[src/rtl/thread_context_regs_if.sv]
// ----------------------------------------------------------------------------
// thread_context_regs_if
//   Bundles the read port, write port and scheduler signals of
//   thread_context_regs. The design takes the slave modport. The controlling
//   side (pipeline front end or testbench) takes the master modport.
//
//   Read port    : rthreadid -> qpc, qflags, qrun
//   Write port   : wthreadid, dpc/wepc, incpc, dflags/weflags, setrun, clrrun
//   Scheduler    : sched_en -> next_thread, next_valid, cur_thread
// ----------------------------------------------------------------------------
interface thread_context_regs_if #(
    parameter int TIDW  = 5,
    parameter int PCW   = 12,
    parameter int FLAGW = 4
);
    // read port
    logic [TIDW-1:0]  rthreadid;
    logic [PCW-1:0]   qpc;
    logic [FLAGW-1:0] qflags;
    logic             qrun;

    // write port
    logic [TIDW-1:0]  wthreadid;
    logic [PCW-1:0]   dpc;
    logic             wepc;
    logic             incpc;
    logic [FLAGW-1:0] dflags;
    logic             weflags;
    logic             setrun;
    logic             clrrun;

    // scheduler
    logic             sched_en;
    logic [TIDW-1:0]  next_thread;
    logic             next_valid;
    logic [TIDW-1:0]  cur_thread;

    modport master (
        output rthreadid,
        output wthreadid, dpc, wepc, incpc, dflags, weflags, setrun, clrrun,
        output sched_en,
        input  qpc, qflags, qrun,
        input  next_thread, next_valid, cur_thread
    );

    modport slave (
        input  rthreadid,
        input  wthreadid, dpc, wepc, incpc, dflags, weflags, setrun, clrrun,
        input  sched_en,
        output qpc, qflags, qrun,
        output next_thread, next_valid, cur_thread
    );
endinterface

[src/rtl/thread_context_regs.sv]
// ----------------------------------------------------------------------------
// thread_context_regs
//   Per-thread context storage for a barrel-style multithreaded core. Each of
//   THREADS hardware threads owns a PC, a flags field and a runnable bit. One
//   write port updates the context of bus.wthreadid and one combinational read
//   port returns the context of bus.rthreadid. A round-robin scheduler picks
//   the next runnable thread after cur_thread and advances on sched_en.
//
// Ports
//   clk    : sole clock, all state updates on the rising edge
//   reset  : synchronous active-high reset
//   bus    : thread_context_regs_if.slave (read, write and scheduler signals)
//
// Parameters
//   THREADS  : number of threads, power of two in 2..64
//   TIDW     : thread-id width, must equal log2(THREADS)
//   PCW      : program-counter width
//   FLAGW    : per-thread flags width
//   RESET_PC : PC loaded into every thread on reset
//
// The interface instance must be parameterised with the same TIDW/PCW/FLAGW.
// ----------------------------------------------------------------------------
module thread_context_regs #(
    parameter int             THREADS  = 32,
    parameter int             TIDW     = 5,
    parameter int             PCW      = 12,
    parameter int             FLAGW    = 4,
    parameter logic [PCW-1:0] RESET_PC = '0
) (
    input  logic                  clk,
    input  logic                  reset,
    thread_context_regs_if.slave  bus
);

    // ------------------------------------------------------------------------
    // State
    // ------------------------------------------------------------------------
    logic [PCW-1:0]     pc_q    [THREADS];
    logic [FLAGW-1:0]   flags_q [THREADS];
    logic [THREADS-1:0] run_q;
    logic [TIDW-1:0]    cur_q;

    // Scheduler search results
    logic [TIDW-1:0]    pick;
    logic [TIDW-1:0]    cand;
    logic               any_run;

    // Reset values kept as localparams so the reset branch reads plainly
    localparam logic [THREADS-1:0] RUN_RESET = {{(THREADS-1){1'b0}}, 1'b1};
    localparam logic [TIDW-1:0]    CUR_RESET = TIDW'(THREADS - 1);

    // ------------------------------------------------------------------------
    // Round-robin pick
    //   The search order is cur+1, cur+2, ... cur+THREADS (= cur itself).
    //   The loop runs from the farthest offset down to the nearest. Each
    //   runnable candidate overwrites the previous one, so the nearest
    //   runnable thread after cur_q wins without an early exit.
    //   The offset i = THREADS truncates to 0, which makes the final candidate
    //   cur_q itself. When cur_q is the only runnable thread, it is picked
    //   again.
    // ------------------------------------------------------------------------
    always_comb begin
        // NOTE: every variable assigned here gets a default first so no path
        // leaves it unassigned, which would otherwise infer a latch.
        pick = cur_q;
        cand = '0;
        for (int i = THREADS; i >= 1; i--) begin
            cand = cur_q + TIDW'(i);
            if (run_q[cand]) begin
                pick = cand;
            end
        end
    end

    assign any_run = |run_q;

    // ------------------------------------------------------------------------
    // Context registers and scheduler pointer
    //   Only the entry addressed by wthreadid is touched. All other threads
    //   hold their value.
    //   The PC load takes priority over the increment. The run clear takes
    //   priority over the run set.
    //   cur_q is updated from the pick computed on this cycle's run bits, so a
    //   setrun/clrrun issued in the same cycle affects the pick only after the
    //   edge.
    // ------------------------------------------------------------------------
    always_ff @(posedge clk) begin
        // NOTE: sequential state uses non-blocking assignments only, so every
        // register samples pre-edge values regardless of statement order.
        if (reset) begin
            // NOTE: the context arrays are reset explicitly. Software relies
            // on every thread starting at RESET_PC with clear flags, so these
            // cannot be treated as uninitialised RAM.
            for (int t = 0; t < THREADS; t++) begin
                pc_q[t]    <= RESET_PC;
                flags_q[t] <= '0;
            end
            run_q <= RUN_RESET;
            cur_q <= CUR_RESET;
        end else begin
            if (bus.wepc) begin
                pc_q[bus.wthreadid] <= bus.dpc;
            end else if (bus.incpc) begin
                pc_q[bus.wthreadid] <= pc_q[bus.wthreadid] + PCW'(1);
            end

            if (bus.weflags) begin
                flags_q[bus.wthreadid] <= bus.dflags;
            end

            if (bus.clrrun) begin
                run_q[bus.wthreadid] <= 1'b0;
            end else if (bus.setrun) begin
                run_q[bus.wthreadid] <= 1'b1;
            end

            if (bus.sched_en && any_run) begin
                cur_q <= pick;
            end
        end
    end

    // ------------------------------------------------------------------------
    // Outputs
    //   Reads come straight from stored state. A write is seen only after the
    //   edge that commits it; there is no write-to-read bypass.
    // ------------------------------------------------------------------------
    assign bus.qpc         = pc_q[bus.rthreadid];
    assign bus.qflags      = flags_q[bus.rthreadid];
    assign bus.qrun        = run_q[bus.rthreadid];
    assign bus.next_thread = pick;
    assign bus.next_valid  = any_run;
    assign bus.cur_thread  = cur_q;

endmodule

[src/flat_wrapper.sv]
// flat-port wrapper written by rule: the top's interface ports become plain ports
module thread_context_regs_flat 
#(
    parameter int             THREADS  = 32,
    parameter int             TIDW     = 5,
    parameter int             PCW      = 12,
    parameter int             FLAGW    = 4,
    parameter logic [PCW-1:0] RESET_PC = '0
)
  (clk, reset, bus_rthreadid, bus_wthreadid, bus_dpc, bus_wepc, bus_incpc, bus_dflags, bus_weflags, bus_setrun, bus_clrrun, bus_sched_en, bus_qpc, bus_qflags, bus_qrun, bus_next_thread, bus_next_valid, bus_cur_thread);
  thread_context_regs_if #(.TIDW(TIDW), .PCW(PCW), .FLAGW(FLAGW)) bus_i ();
  input  logic clk;
  input  logic reset;
  input wire logic [$bits(bus_i.rthreadid)-1:0] bus_rthreadid;
  input wire logic [$bits(bus_i.wthreadid)-1:0] bus_wthreadid;
  input wire logic [$bits(bus_i.dpc)-1:0] bus_dpc;
  input wire logic [$bits(bus_i.wepc)-1:0] bus_wepc;
  input wire logic [$bits(bus_i.incpc)-1:0] bus_incpc;
  input wire logic [$bits(bus_i.dflags)-1:0] bus_dflags;
  input wire logic [$bits(bus_i.weflags)-1:0] bus_weflags;
  input wire logic [$bits(bus_i.setrun)-1:0] bus_setrun;
  input wire logic [$bits(bus_i.clrrun)-1:0] bus_clrrun;
  input wire logic [$bits(bus_i.sched_en)-1:0] bus_sched_en;
  output wire logic [$bits(bus_i.qpc)-1:0] bus_qpc;
  output wire logic [$bits(bus_i.qflags)-1:0] bus_qflags;
  output wire logic [$bits(bus_i.qrun)-1:0] bus_qrun;
  output wire logic [$bits(bus_i.next_thread)-1:0] bus_next_thread;
  output wire logic [$bits(bus_i.next_valid)-1:0] bus_next_valid;
  output wire logic [$bits(bus_i.cur_thread)-1:0] bus_cur_thread;
  assign bus_i.rthreadid = bus_rthreadid;
  assign bus_i.wthreadid = bus_wthreadid;
  assign bus_i.dpc = bus_dpc;
  assign bus_i.wepc = bus_wepc;
  assign bus_i.incpc = bus_incpc;
  assign bus_i.dflags = bus_dflags;
  assign bus_i.weflags = bus_weflags;
  assign bus_i.setrun = bus_setrun;
  assign bus_i.clrrun = bus_clrrun;
  assign bus_i.sched_en = bus_sched_en;
  assign bus_qpc = bus_i.qpc;
  assign bus_qflags = bus_i.qflags;
  assign bus_qrun = bus_i.qrun;
  assign bus_next_thread = bus_i.next_thread;
  assign bus_next_valid = bus_i.next_valid;
  assign bus_cur_thread = bus_i.cur_thread;
  thread_context_regs #(.THREADS(THREADS), .TIDW(TIDW), .PCW(PCW), .FLAGW(FLAGW), .RESET_PC(RESET_PC)) u_core (.clk(clk), .reset(reset), .bus(bus_i));
endmodule
[config.mk]
export PLATFORM = sky130hd
export DESIGN_NAME = thread_context_regs_flat
export DESIGN_NICKNAME = d
export VERILOG_FILES = /design/src/rtl/thread_context_regs_if.sv /design/src/rtl/thread_context_regs.sv /design/src/flat_wrapper.sv
export SDC_FILE = /design/constraint.sdc
export NUM_CORES = 1
export LEC_CHECK = 0
export BUFFER_PORTS_ARGS = -buffer_cell sky130_fd_sc_hd__buf_4
export CORE_MARGIN = 4
export CORE_UTILIZATION = 50
export CTS_CLUSTER_DIAMETER = 150
export DETAILED_ROUTE_END_ITERATION = 6
export PLACE_DENSITY_LB_ADDON = 0.15
export SYNTH_ARGS = -nofsm -noshare
export SYNTH_HDL_FRONTEND = slang
export SYNTH_SLANG_ARGS = --single-unit
export TNS_END_PERCENT = 100
[constraint.sdc]
create_clock -name clk -period 11.1 [get_ports clk]
set_input_delay 0.555 -clock clk [delete_from_list [all_inputs] [get_ports clk]]
set_output_delay 0.555 -clock clk [all_outputs]
set_load 0.03 [all_outputs]
==> results of run 1 <==
[stage by stage]
stage | utilization | power (mW) | instances | cell area, um2 | worst slack (ns)
floorplan | - | 4.13 | 2569 | 33200 | 4.93
global placement | 0.520 | 4.84 | 3286 | 34200 | 4.44
detailed placement | 0.520 | 4.85 | 3286 | 34200 | 4.32
CTS | 0.547 | 6.73 | 3395 | 36000 | 3.63
global route | 0.547 | 7.00 | 3396 | 36100 | 3.22
finish | 0.547 | 6.75 | 3397 | 36100 | 3.66
[area by class of cell]
type,count,area share
Inverter,25,0.00260
Timing Repair Buffer,109,0.0232
Tap cell,864,0.0300
Clock inverter,37,0.00756
Antenna cell,1,0.0000694
Multi-Input combinational cell,1740,0.447
Clock buffer,72,0.0429
Sequential cell,549,0.447
[kinds of logic (layout without fill, tap and decap cells)]
group,Yosys count,after routing,share of synthesized area
compound gates,333,333,0.0678
mux,434,434,0.267
simple gates,917,917,0.128
buf+inv,280,243,0.0353
flops,549,549,0.485
xor+xnor,42,42,0.0115
fa+ha+maj,14,14,0.00527
other cells,0,1,0
[path summary, 6_finish.rpt]
path	depth (start not counted)	to	start	slack [ns]
max	14	bus_next_thread[2]	u_core.bus.cur_thread[1]	3.66
min	3	u_core.bus.cur_thread[4]	bus_sched_en	0.34
max reg2reg	13	u_core.bus.cur_thread[4]	u_core.bus.cur_thread[1]	4.91
min reg2reg	2	register	register	0.67
[power breakdown]
part           total [mW]  internal (mW)  leakage [nW]  switching [mW]
sequential           2.39           2.35          5.50          0.0408
clock                1.90           1.04         0.897           0.859
combinational        2.46          0.943          6.38            1.52
[per-layer routing]
layer / vias up / routed length, um
li1: 9831 / -
met1: 12100 / 40900
met2: 1429 / 50600
met3: 212 / 11000
met4: 4 / 4540
met5: - / 21
[flip-flops by register name, summed over array words and instances (netlist names), named ones only]
name,flops
u_core.flags_q,128
u_core.pc_q,384
u_core.bus.cur_thread,5
[layout by cell type (no fill, tap or decap), drive strengths merged, types with 12 or more instances in the layout]
master	count
inv	25
and3	103
ha	14
o21ai	38
mux2	33
clkinv	35
clkbuf	72
xor2	13
a211oi	42
edfxtp	512
nor3	15
nand2	116
or2	15
mux4	353
nand2b	49
nor4	12
nand4	20
buf	109
a21oi	89
nor2	481
a22oi	51
xnor2	29
mux2i	48
and2	42
nand3	19
a21o	25
dfxtp	37
[critical path, cell delays in order (launching register included)]
cell and delay (ns):
dfxtp_2 0.31, buf_4 0.64, clkinv_1 0.71, ha_1 1.04, mux4_1 0.79, mux4_2 0.50
nand2_1 0.12, a21boi_1 0.57, o21ai_0 0.24, a311oi_1 0.34, o211ai_1 0.20, nand3_1 0.16
a21oi_1 0.11, a211oi_1 0.29, buf_4 0.22
==> reports/qor.yml, run 1 <==
critical_path:
  crit_fanout: 58
  start_kind: "register"
  critPathKind: "reg -> out"
  end_kind: "output pin"
  worstPathRequired_ns: 10.55
  arrival_ns: 6.89
power_and_ir_drop:
  p_leak_nw: 12.8
  vdd_ir_drop_max_uv: 240
  power_density_nw_per_um2: 187
logic_synthesis:
  synth-seq-cells: 549
  yosysTopAreaCell: "edfxtp_1"
  synth_top_area_share: 0.463
  synth_cell_type_count: 87
  ys.flop_type: "edfxtp_1"
  netlist_instances: 2569
  synth.top_cells.by_count: "512 x edfxtp_1, 481 x nor2_1, 344 x mux4_2"
  synth_area_um2: 33200
  synth_nets: 2617
  synthTopCellsByArea: "edfxtp_1 46%, mux4_2 23%, nor2_1 5.4%"
  synth.most_common_cell: "edfxtp_1"
  avgSynthCellArea_um2: 12.9
  yosys_warnings: 0
  synth_enable_flop_cells: 512
  async_reset_ff_frac: 0
  ys_seq_area_frac: 0.485
clock_network:
  cts_buffers: 60
  h-tree-depth: 2
  cts_buffer_depth: 3
  clk_pin_slew_worst_paths_ns: 0.06
  ctsResizeCount: 0
  hold_buffers: 0
  clock_latency_ns: 0.66
  cts-root-buf: "clkbuf_16"
  clock-sinks: 549
  cts_tree: "done"
  post_cts_buffers: 0
grt:
  met1_usage: 0.416
  overflow: 0
  grt_pass1_vias: 23300
  grt_pass1_wl_um: 158000
  antenna_found_initial: 2
  met2_usage: 0.476
  grtUsageTotal: 0.299
  grt.busiest_layer: "met2"
  grt_max_degree: 94
  grt_util_met3: 0.0571
timing:
  setup_tns_ns: 0
  worst_pin_slew_ns: 1.20
  finalCritPeriodShare: 0.671
  final-max-slew-violation-count: 0
  slew-limit-headroom: 0.200
  finalCriticalPeriod_ns: 7.44
  rsz0062_at_grt: "no"
  finalSetupViolCount: 0
  fin_worst_skew_ns: 0.0241
  hold_violations: 0
  fmax_mhz: 134
  whs_ns: 0.344
routing:
  drc: 0
  wl_per_cell_um: 31.5
  drtPass1Iterations: 6
  ant_nets: 0
  wirelength_um: 107000
  viasPerCell: 6.94
  vias: 23600
  drt_first_iter_violations: 3031
hold_path:
  hold_path.class: "in -> reg"
cells_and_area:
  multi_input_area_um2: 16100
  syn2layout_area_growth_pct: 8.54
  layout-drive-gt1-share: 0.247
  nets: 2533
  fillers: 5489
  seqCellArea_um2: 16100
placed_design:
  gp_congestion: 0.907
  dp_hpwl_um: 70900
  port-buffer-count: 61
floorplanning:
  die_area_um2: 70600
  initial_core_util: 0.504
  die_height_um: 266
  die_w_um: 266
  ios: 62
  core_area_um2: 65900
  num_rows: 94
outcome:
  status: "completed"
run:
  cap_violations: 0
Power figures use the tool's default switching activity.
==> run 2, diff against run 1 <==
Clock period 11.1 ns to 6.7 ns, I/O delays scaled along.
==> reports/qor.yml, run 2 (synthesis results as in run 1) <==
cells_and_area:
  syn2layout_area_growth_pct: 9.07
  diodes: 0
  mostFrequentLayoutCells: "512 x edfxtp_1, 477 x nor2_1, 344 x mux4_2"
  top_register: "u_core.pc_q"
  layout-drive-gt1-share: 0.249
  nets: 2541
  multi_input_area_um2: 16100
  largest_reg_flops: 384
  seqCellArea_um2: 16100
  final_common_cell: "edfxtp_1"
  fillers: 5472
grt:
  grt_max_degree: 73
  grtUsageTotal: 0.301
  overflow: 0
  antenna_found_initial: 4
  grt_pass1_vias: 23300
  grt_pass1_wl_um: 158000
floorplanning:
  initial_core_util: 0.504
  die_area_um2: 70600
  core_area_um2: 65900
  ios: 62
  num_rows: 94
  die_height_um: 266
  die_w_um: 266
timing:
  fin_worst_skew_ns: 0.0312
  fmax_mhz: 161
  rsz0062_at_grt: "no"
  worst_pin_slew_ns: 1.23
  slew-limit-headroom: 0.180
  whs_ns: 0.144
  setup_tns_ns: 0
  setup_slack_ns: 0.489
  finalSetupViolCount: 0
  hold_violations: 0
  finalCritPeriodShare: 0.927
  finalCriticalPeriod_ns: 6.21
  final-max-slew-violation-count: 0
critical_path:
  crit_path_max_incr_delay_ns: 0.75
  crit_cells: 15
  end_kind: "output pin"
  crit_chain: "clkinv_1 > ha_1 > buf_4 > mux4_1 > mux2i_1 > mux2_2 > nor2_1 > nor2b_1 > o2111ai_1 > nor4b_2 > nand3_1 > o32ai_1 > nor2_1 > a22o_1 > buf_4"
  rr_startpoint: "u_core.bus.cur_thread[1]"
  worstRegToRegCells: 13
  critPathSlowestCell: "mux4_1"
  path_delay_family: "multiplexers"
  arrival_ns: 5.88
  cp_num_buf_inv: 3
  worstPathRequired_ns: 6.36
  start_kind: "register"
  reg2reg_slack_ns: 1.51
  cp-startpoint: "u_core.bus.cur_thread[1]"
  critPathKind: "reg -> out"
  worstSetupEndpoint: "bus_next_thread[1]"
  crit-reg2reg-capture: "u_core.bus.cur_thread[4]"
  crit_fanout: 21
hold_path:
  hold_depth: 3
  hold_path.class: "in -> reg"
  hp-start: "bus_sched_en"
placed_design:
  dp_slack_ns: 1.20
  dp_hpwl_um: 72400
  gp_congestion: 0.960
  port-buffer-count: 61
routing:
  drtPass1Iterations: 6
  drt_first_iter_violations: 3310
  ant_nets: 0
  viasPerCell: 6.93
  wl_per_cell_um: 31.6
  drc: 0
  vias: 23600
  wirelength_um: 108000
power_and_ir_drop:
  power.total_mw: 11.3
  vdd_ir_drop_max_uv: 234
  power_density_nw_per_um2: 312
  p_leak_nw: 12.9
clock_network:
  cts_buffer_depth: 3
  clock-sinks: 549
  cts_buffers: 58
  h-tree-depth: 2
  hold_buffers: 0
  ctsResizeCount: 0
  clock_latency_ns: 0.66
  post_cts_buffers: 0
  clk_pin_slew_worst_paths_ns: 0.07
  cts-root-buf: "clkbuf_16"
  cts_tree: "done"
outcome:
  status: "completed"
run:
  cap_violations: 0
run 2: worst min-delay path by stage:
stage                                to  slack, ns
6_report       u_core.bus.cur_thread[4]       0.14
5_1_grt        u_core.bus.cur_thread[4]       0.17
4_1_cts        u_core.bus.cur_thread[4]       0.12
3_5_place_dp                   register       0.64
3_3_place_gp                   register       0.62
2_1_floorplan                  register       0.43
run 2: worst register-to-register path, delay by kind of cell, from the launching register on:
| kind | cells | cell delay (ns) |
|---|---|---|
| adder cells (fa/ha/maj) | 1 | 0.64 |
| flip-flops | 1 | 0.60 |
| AND/OR/NAND/NOR | 3 | 0.41 |
| AO/OA/AOI/OAI | 5 | 1.61 |
| buffers and inverters | 2 | 0.58 |
| multiplexers | 2 | 1.31 |
run 2: per-layer routing:
| layer | share of wire | global-route usage |
|---|---|---|
| met2 | 0.48 | 0.484 |
| met3 | 0.11 | 0.0615 |
| met4 | 0.036 | 0.0946 |
| met1 | 0.38 | 0.418 |
| met5 | 0.00046 | 0 |
run 2: power breakdown:
| group | total [mW] | switching (mW) | leakage, nW | internal (mW) |
|---|---|---|---|---|
| logic | 4.10 | 2.54 | 6.45 | 1.56 |
| registers | 3.98 | 0.0880 | 5.50 | 3.89 |
| clock network | 3.23 | 1.40 | 0.914 | 1.82 |
run 2: per-stage QoR:
| stage | instances | util | cell area [um2] |
|---|---|---|---|
| finish | 3406 | 0.550 | 36200 |
| global route | 3406 | 0.550 | 36200 |
| CTS | 3405 | 0.550 | 36200 |
| detailed placement | 3296 | 0.521 | 34300 |
| global placement | 3296 | 0.521 | 34300 |
| floorplan | 2569 | - | 33200 |
run 2: cell type report:
| cell class | instances | area share |
|---|---|---|
| clock buffers | 69 | 0.0412 |
| clock inverters | 40 | 0.0107 |
| inverters | 25 | 0.00259 |
| multi-input cells | 1740 | 0.445 |
| flip-flops and latches | 549 | 0.445 |
| well taps | 864 | 0.0298 |
| repair buffers | 119 | 0.0263 |
==> run 3, diff against run 2 <==
--- a/config.mk
+++ b/config.mk
@@ -13,2 +13,3 @@
 export PLACE_DENSITY_LB_ADDON = 0.15
+export SLEW_MARGIN = 20
 export SYNTH_ARGS = -nofsm -noshare
--- a/constraint.sdc
+++ b/constraint.sdc
@@ -3,2 +3,2 @@
 set_output_delay 0.335 -clock clk [all_outputs]
-set_load 0.03 [all_outputs]
+set_load 0.005 [all_outputs]
==> reports/qor.yml, run 3 (synthesis results as in run 1) <==
timing:
  slew-limit-headroom: 0.264
  finalCritPeriodShare: 0.929
  hold_violations: 0
  setup_tns_ns: 0
  fmax_mhz: 161
  rsz0062_at_grt: "no"
  worst_pin_slew_ns: 1.10
  fin_worst_skew_ns: 0.0291
  finalCriticalPeriod_ns: 6.22
  final-max-slew-violation-count: 0
  finalSetupViolCount: 0
cells_and_area:
  layout-drive-gt1-share: 0.249
  syn2layout_area_growth_pct: 9.13
  nets: 2541
  top_register: "u_core.pc_q"
  diodes: 0
  instances_no_fill: 3403
  largest_reg_flops: 384
  final_common_cell: "edfxtp_1"
  mostFrequentLayoutCells: "512 x edfxtp_1, 477 x nor2_1, 344 x mux4_2"
  fillers: 5419
power_and_ir_drop:
  vdd_ir_drop_max_uv: 257
  power_density_nw_per_um2: 303
  p_leak_nw: 12.9
clock_network:
  hold_buffers: 0
  clock_latency_ns: 0.63
  clock-sinks: 549
  cts-root-buf: "clkbuf_16"
  h-tree-depth: 2
  cts_tree: "done"
  post_cts_buffers: 0
  cts_buffer_depth: 3
  cts_buffers: 59
  ctsResizeCount: 0
  clk_pin_slew_worst_paths_ns: 0.07
grt:
  overflow: 0
  antenna_found_initial: 2
  grtUsageTotal: 0.294
  grt_max_degree: 75
  grt_pass1_vias: 22900
  grt_pass1_wl_um: 155000
critical_path:
  end_kind: "output pin"
  critPathKind: "reg -> out"
  worstPathRequired_ns: 6.36
  arrival_ns: 5.89
  start_kind: "register"
  crit_fanout: 17
routing:
  viasPerCell: 6.92
  ant_nets: 0
  drt_first_iter_violations: 3229
  wl_per_cell_um: 31.0
  wirelength_um: 105000
  drtPass1Iterations: 6
  drc: 0
  vias: 23600
outcome:
  status: "completed"
floorplanning:
  die_area_um2: 70600
  die_w_um: 266
  die_height_um: 266
  core_area_um2: 65900
  ios: 62
  initial_core_util: 0.504
  num_rows: 94
run:
  cap_violations: 0
placed_design:
  dp_hpwl_um: 70700
  gp_congestion: 0.944
  dp_cells: 3292
  port-buffer-count: 61
hold_path:
  hold_path.class: "in -> reg"
run 3: cell count changes in the layout (fill, tap and decap cells not counted), moves of 3 or more:
cell,previous run,this run
buf_4,112,109
clkbuf_16,58,61
bufinv_16,6,3
buf_16,0,3
clkbuf_1,11,16
clkinv_1,21,15
run 3: layout make-up:
cell class                      instances  area, um2  share of cell area
Clock buffer                           79       1610              0.0443
Clock inverter                         28        248             0.00683
Inverter                               25       93.8             0.00259
Multi-Input combinational cell       1740      16100               0.444
Sequential cell                       549      16100               0.445
Tap cell                              864       1080              0.0298
Timing Repair Buffer                  118        993              0.0274
run 3: path summary, 6_finish.rpt:
path,from,to,slack (ns),depth (start not counted)
max,u_core.bus.cur_thread[1],bus_next_thread[3],0.48,15
min,bus_sched_en,u_core.bus.cur_thread[4],0.08,3
max reg2reg,u_core.bus.cur_thread[1],u_core.bus.cur_thread[3],1.51,14
min reg2reg,register,register,0.65,2
run 3: metrics by stage:
stage | setup WS [ns] | hold slack (ns) | cell area (um2) | power, mW | util
finish | 0.476 | 0.0850 | 36300 | 11.0 | 0.550
global route | 0.225 | 0.0954 | 36300 | 11.4 | 0.550
CTS | 0.584 | 0.0725 | 36200 | 10.9 | 0.549
detailed placement | 1.29 | 0.628 | 34300 | 7.78 | 0.521
global placement | 1.26 | 0.619 | 34300 | 7.77 | 0.521
floorplan | 1.40 | 0.432 | 33200 | 6.63 | -
run 3: layer usage:
| metal | up-vias | part of all wire | track usage |
|---|---|---|---|
| met4 | 2 | 0.033 | 0.0810 |
| met3 | 190 | 0.10 | 0.0477 |
| met5 | - | 0.00010 | 0 |
| met2 | 1407 | 0.48 | 0.475 |
| li1 | 9861 | - | - |
| met1 | 12100 | 0.39 | 0.421 |
run 3: where the power goes:
| part | leakage (nW) | internal (mW) | switching [mW] |
|---|---|---|---|
| registers | 5.50 | 3.89 | 0.0939 |
| clock network | 0.906 | 1.80 | 1.39 |
| logic | 6.47 | 1.56 | 2.25 |
| total | 12.9 | 7.25 | 3.74 |
run 3: critical path: stages (launching register included):
cell and delay [ns]:
dfxtp_2 0.61, clkinv_1 0.13, buf_4 0.23, ha_1 0.83, mux4_4 0.79, mux2i_1 0.23, mux2_2 0.21, or2_2 0.11
nor2b_1 0.48, nor3_1 0.11, o31a_1 0.27, nor4_1 0.42, o211ai_1 0.17, a211o_1 0.31, a32oi_1 0.22, buf_4 0.14
